`src/rtl/seg_pkg.sv`:
```
// Shared 7-segment definitions: segment vector type, blank pattern and hex decode table.
// Segment order is {g,f,e,d,c,b,a}, active-low.
package seg_pkg;

  typedef logic [6:0] seg_t;

  localparam seg_t SEG_OFF = 7'h7F;

  localparam seg_t HEX_SEG [16] = '{
    7'h40, 7'h79, 7'h24, 7'h30, 7'h19, 7'h12, 7'h02, 7'h78,
    7'h00, 7'h10, 7'h08, 7'h03, 7'h46, 7'h21, 7'h06, 7'h0E
  };

  function automatic seg_t hex_to_seg(input logic [3:0] hex);
    return HEX_SEG[hex];
  endfunction

endpackage

```
`src/rtl/seg_decoder.sv`:
```
// Combinational hex-nibble to active-low 7-segment decoder, shared by display drivers.
module seg_decoder
  import seg_pkg::*;
(
  input  logic [3:0] hex,
  output seg_t       seg
);

  always_comb seg = hex_to_seg(hex);

endmodule

```
`src/rtl/seg_mux_n.sv`:
```
// seg_mux_n: time-multiplexed N-digit 7-segment driver with double-buffered digit data.
// Optional feature: define SEG_LEADING_ZERO_BLANK_EN to suppress leading zeros (digit 0 always shown).
module seg_mux_n
  import seg_pkg::*;
#(
  parameter int unsigned NUM_DIGITS  = 2,
  parameter int unsigned REFRESH_DIV = 48000,
  parameter int unsigned DEAD_CYCLES = 2
) (
  input  logic                    clk,
  input  logic                    reset,
  input  logic [4*NUM_DIGITS-1:0] digits,
  input  logic [NUM_DIGITS-1:0]   blank,
  input  logic                    load,
  output seg_t                    seg,
  output logic [NUM_DIGITS-1:0]   an,
  output logic                    frame_done
);

  localparam int unsigned CNT_W = $clog2(REFRESH_DIV);
  localparam int unsigned IDX_W = (NUM_DIGITS > 1) ? $clog2(NUM_DIGITS) : 1;
  localparam logic [CNT_W-1:0] CNT_LAST = CNT_W'(REFRESH_DIV - 1);
  localparam logic [CNT_W-1:0] CNT_DEAD = CNT_W'(DEAD_CYCLES);
  localparam logic [IDX_W-1:0] IDX_LAST = IDX_W'(NUM_DIGITS - 1);

  logic [CNT_W-1:0]        cnt_q, cnt_d;
  logic [IDX_W-1:0]        idx_q, idx_d;
  logic [4*NUM_DIGITS-1:0] pend_dig_q, pend_dig_d, act_dig_q, act_dig_d;
  logic [NUM_DIGITS-1:0]   pend_blk_q, pend_blk_d, act_blk_q, act_blk_d;
  seg_t                    seg_q, seg_d;
  logic [NUM_DIGITS-1:0]   an_q, an_d;
  logic                    fd_q, fd_d;

  logic [3:0]            cur_hex;
  seg_t                  cur_seg;
  logic [NUM_DIGITS-1:0] lz_mask;
  logic                  slot_last, frame_last, slot_blank;

  seg_decoder u_dec (
    .hex (cur_hex),
    .seg (cur_seg)
  );

  // Digit selection and leading-zero mask depend only on registered state.
  always_comb begin
    cur_hex = act_dig_q[idx_q*4 +: 4];
    lz_mask = '0;
`ifdef SEG_LEADING_ZERO_BLANK_EN
    begin
      logic hi_zero;
      hi_zero = 1'b1;
      for (int unsigned i = NUM_DIGITS - 1; i >= 1; i--) begin
        hi_zero    = hi_zero & (act_dig_q[4*i +: 4] == 4'h0);
        lz_mask[i] = hi_zero;
      end
    end
`endif
  end

  always_comb begin
    slot_last  = (cnt_q == CNT_LAST);
    frame_last = slot_last && (idx_q == IDX_LAST);

    cnt_d = slot_last ? '0 : cnt_q + 1'b1;
    idx_d = idx_q;
    if (slot_last) idx_d = (idx_q == IDX_LAST) ? '0 : idx_q + 1'b1;

    pend_dig_d = load ? digits : pend_dig_q;
    pend_blk_d = load ? blank  : pend_blk_q;
    // Active takes the pre-edge pending, so a load on the boundary lands one frame later.
    act_dig_d  = frame_last ? pend_dig_q : act_dig_q;
    act_blk_d  = frame_last ? pend_blk_q : act_blk_q;

    slot_blank = act_blk_q[idx_q] | lz_mask[idx_q];
    seg_d      = slot_blank ? SEG_OFF : cur_seg;
    an_d       = '1;
    if (!slot_blank && (cnt_q >= CNT_DEAD)) an_d[idx_q] = 1'b0;
    fd_d       = frame_last;
  end

  always_ff @(posedge clk or posedge reset) begin
    if (reset) begin
      cnt_q      <= '0;
      idx_q      <= '0;
      pend_dig_q <= '0;
      pend_blk_q <= '0;
      act_dig_q  <= '0;
      act_blk_q  <= '0;
      seg_q      <= SEG_OFF;
      an_q       <= '1;
      fd_q       <= 1'b0;
    end else begin
      cnt_q      <= cnt_d;
      idx_q      <= idx_d;
      pend_dig_q <= pend_dig_d;
      pend_blk_q <= pend_blk_d;
      act_dig_q  <= act_dig_d;
      act_blk_q  <= act_blk_d;
      seg_q      <= seg_d;
      an_q       <= an_d;
      fd_q       <= fd_d;
    end
  end

  assign seg        = seg_q;
  assign an         = an_q;
  assign frame_done = fd_q;

endmodule
```
`config.mk`:
```
export PLATFORM = sky130hd
export DESIGN_NAME = seg_mux_n
export DESIGN_NICKNAME = d
export VERILOG_FILES = /design/src/rtl/seg_pkg.sv /design/src/rtl/seg_decoder.sv /design/src/rtl/seg_mux_n.sv
export SDC_FILE = /design/constraint.sdc
export NUM_CORES = 1
export LEC_CHECK = 0
export ABC_AREA = 1
export BUFFER_PORTS_ARGS = -buffer_cell sky130_fd_sc_hd__buf_2
export CAP_MARGIN = 20
export CORE_MARGIN = 2
export CORE_UTILIZATION = 58
export CTS_CLUSTER_DIAMETER = 30
export DETAILED_ROUTE_END_ITERATION = 8
export PLACE_DENSITY = 0.78
export RECOVER_POWER = 50
export SKIP_LAST_GASP = 1
export SLEW_MARGIN = 20
export SYNTH_ARGS = -nofsm -noshare
export SYNTH_HDL_FRONTEND = slang
export SYNTH_SLANG_ARGS = --single-unit
```
`constraint.sdc`:
```
create_clock -name clk -period 1.6 [get_ports clk]
set_input_delay 0.32 -clock clk [delete_from_list [all_inputs] [get_ports clk]]
set_output_delay 0.32 -clock clk [all_outputs]
set_load 0.02 [all_outputs]
```
==> impl_metrics.toml <==
[run_status]
outcome = "finished, final reports clean"

[logic_synthesis]
yosys_warnings = 0
avgSynthCellArea_um2 = 8.39
synth_cell_types = 23
ys_ff_latch = 47
yosysSeqAreaShare_pct = 49.8
syn_nets = 305
syn_inst = 284
synth_area_mm2 = 0.00238

[layout]
final_common_cell = "nand2_1"
regArea_mm2 = 0.00119
num_antenna_cells = 0
final_cell_mix = "nand2_1, nor2_1, dfrtp_1"
drive_above_1_share_pct = 22.3
fillers = 308
final_nets = 339
multi_input_area_mm2 = 0.00104
syn2layout_area_growth_pct = 15.5

[sta]
finalCritPeriodShare_pct = 89.1
slew_headroom_pct = 58.8
slew_viol_final = 0
fmax_mhz = 701
finalSetupViolations = 0
worst_pin_slew_ns = 0.617
min_period_ns = 1.43
hold_violations = 0
grt_setup_unrepaired = "false"
fin_skew_ns = 0.0113
setup_tns_ns = 0

[power]
powerDensity_mw_per_mm2 = 849
vdd_drop_max_mv = 0.615
power_mw = 2.34
leakagePower_nw = 1.39

[setup_path]
end_kind = "flip-flop"
critPathKind = "reg2reg"
crit_path_start_kind = "flip-flop"
critPathArrivalTime_ns = 1.68
cp.required_ns = 1.85
cp_max_fo = 11

[floorplanning]
fp.coreArea_mm2 = 0.00397
start_util_pct = 60.0
num_rows = 23
dieHeight_um = 68.1
die_w_um = 68.1
design.die.area_mm2 = 0.00464
io_pins = 23

[global_routing]
grt_pass1_wl_mm = 7.25
grt_max_degree = 33
antenna_found_initial = 0
grt_pass1_vias = 1710
grt_usage_pct = 21.2
overflow = 0

[clock_tree]
ctsRootBufferMaster = "clkbuf_8"
htree_levels = 2
cts_made_buffers = 5
cts_sinks = 47
tritoncts = "built"
clockBufferDepth = 2
clkLatencyLatePin_ns = 0.31
clkTransAtPathRegs_ns = 0.08

[detailed_routing]
drt_iter0_drc = 148
vias = 1877
viasPerCell = 5.09
drt-total-wl_mm = 4.32
drc = 0
drtPass1Iterations = 4
avgRoutedWirePerCell_um = 11.7
ant_nets = 0

[flow_run]
drv_cap = 0

[placed_design]
io_buffers = 22
place_congestion = 0.897
dp_hpwl_mm = 3.17

[min_path]
hold_path.class = "in2reg"
-- cell type report --
cell class                      count  share of cell area, %
Inverter                           31                   4.23
Clock inverter                      3                   2.46
Clock buffer                        5                   2.50
Timing Repair Buffer               33                   7.55
Tap cell                           50                   2.27
Multi-Input combinational cell    200                   37.8
Sequential cell                    47                   43.2
-- worst paths after layout --
check                        startpoint             to  slack (ns)  cells past startpoint
setup / recovery               cnt_q[0]   act_dig_q[2]        0.17                      8
hold / removal                digits[6]  pend_dig_q[6]        0.23                      2
setup reg to reg               cnt_q[0]   act_dig_q[2]        0.17                      8
hold reg to reg            act_blk_q[1]   act_blk_q[1]        0.48                      2
max in group asynchronous         reset         seg[1]        0.33                      4
min in group asynchronous         reset   act_dig_q[0]        0.62                      3
-- registers in the layout, indices dropped and copies added, names as in the netlist --
register and flops:
act_blk_q 2, act_dig_q 8, an 2, cnt_q 16, frame_done 1, idx_q 1, pend_blk_q 2, pend_dig_q 8
seg 7
-- logic make-up (layout without fill, tap and decap cells) --
logic type | count (synthesis) | count (layout) | synth area share (%)
muxes | 10 | 10 | 4.73
xor gates and xnor gates | 6 | 6 | 2.21
buffers and inverters | 37 | 72 | 6.62
adders and majority gates | 8 | 8 | 4.20
DFF | 47 | 47 | 49.8
and+or+nand+nor | 166 | 166 | 30.0
AOI/OAI and AO/OA | 10 | 10 | 2.36
-- synthesized netlist by cell type, drive strengths merged --
library cell  instances  area (µm²)
o211ai                1        7.51
nand2                82         315
buf                   6        41.3
or2                   1        6.26
dfrtp                38         951
ha                    8         100
nor2                 40         165
inv                  31         116
dfstp                 9         236
nand4                 5        31.3
mux2                 10         113
nor4                  2        12.5
xnor2                 1        8.76
nand3                36         185
xor2                  5        43.8
o21ai                 9        48.8
-- metal layers --
layer | global-route usage (%) | wire (µm) | up-vias
li1 | - | - | 971
met1 | 29.5 | 2110 | 854
met2 | 31.9 | 1950 | 45
met3 | 5.92 | 214 | 7
met4 | 7.50 | 44 | 0
met5 | 0 | 0 | -
-- worst max-delay path, cell delays in order, from the launching register on --
cell	delay, ns
dfrtp_2	0.41
ha_1	0.19
nand2_2	0.08
nor2_4	0.13
nand3_2	0.10
nor2_4	0.12
buf_4	0.18
nand3_1	0.09
nand2_1	0.08
-- per-stage QoR --
step                hold WS, ns  instances  worst slack (ns)  util, %  instance area, µm²
global placement          0.305        359             0.191     65.3                2590
global route              0.232        369           0.00760     69.3                2750
CTS                       0.227        368             0.115     69.0                2740
detailed placement        0.312        359             0.155     65.3                2590
floorplan                 0.442        284             0.164        -                2380
finish                    0.235        369             0.174     69.3                2750
-- power by group --
part | total [mW] | internal, mW | leakage [nW] | switching [mW]
clock | 1.03 | 0.623 | 0.0644 | 0.412
sequential | 1.23 | 1.21 | 0.587 | 0.0138
combinational | 0.0739 | 0.0388 | 0.739 | 0.0352
total | 2.34 | 1.87 | 1.39 | 0.460
-- what timing repair did --
item | 4_1_cts | 5_1_grt
endpoints found under the setup margin | 0 | 12
setup buffers | 0 | 1
hold buffers | 1 | 0
endpoints found under the hold margin | 14 | 0
gates resized for setup | 0 | 4
Note: power is estimated with default switching activity, not from simulation.
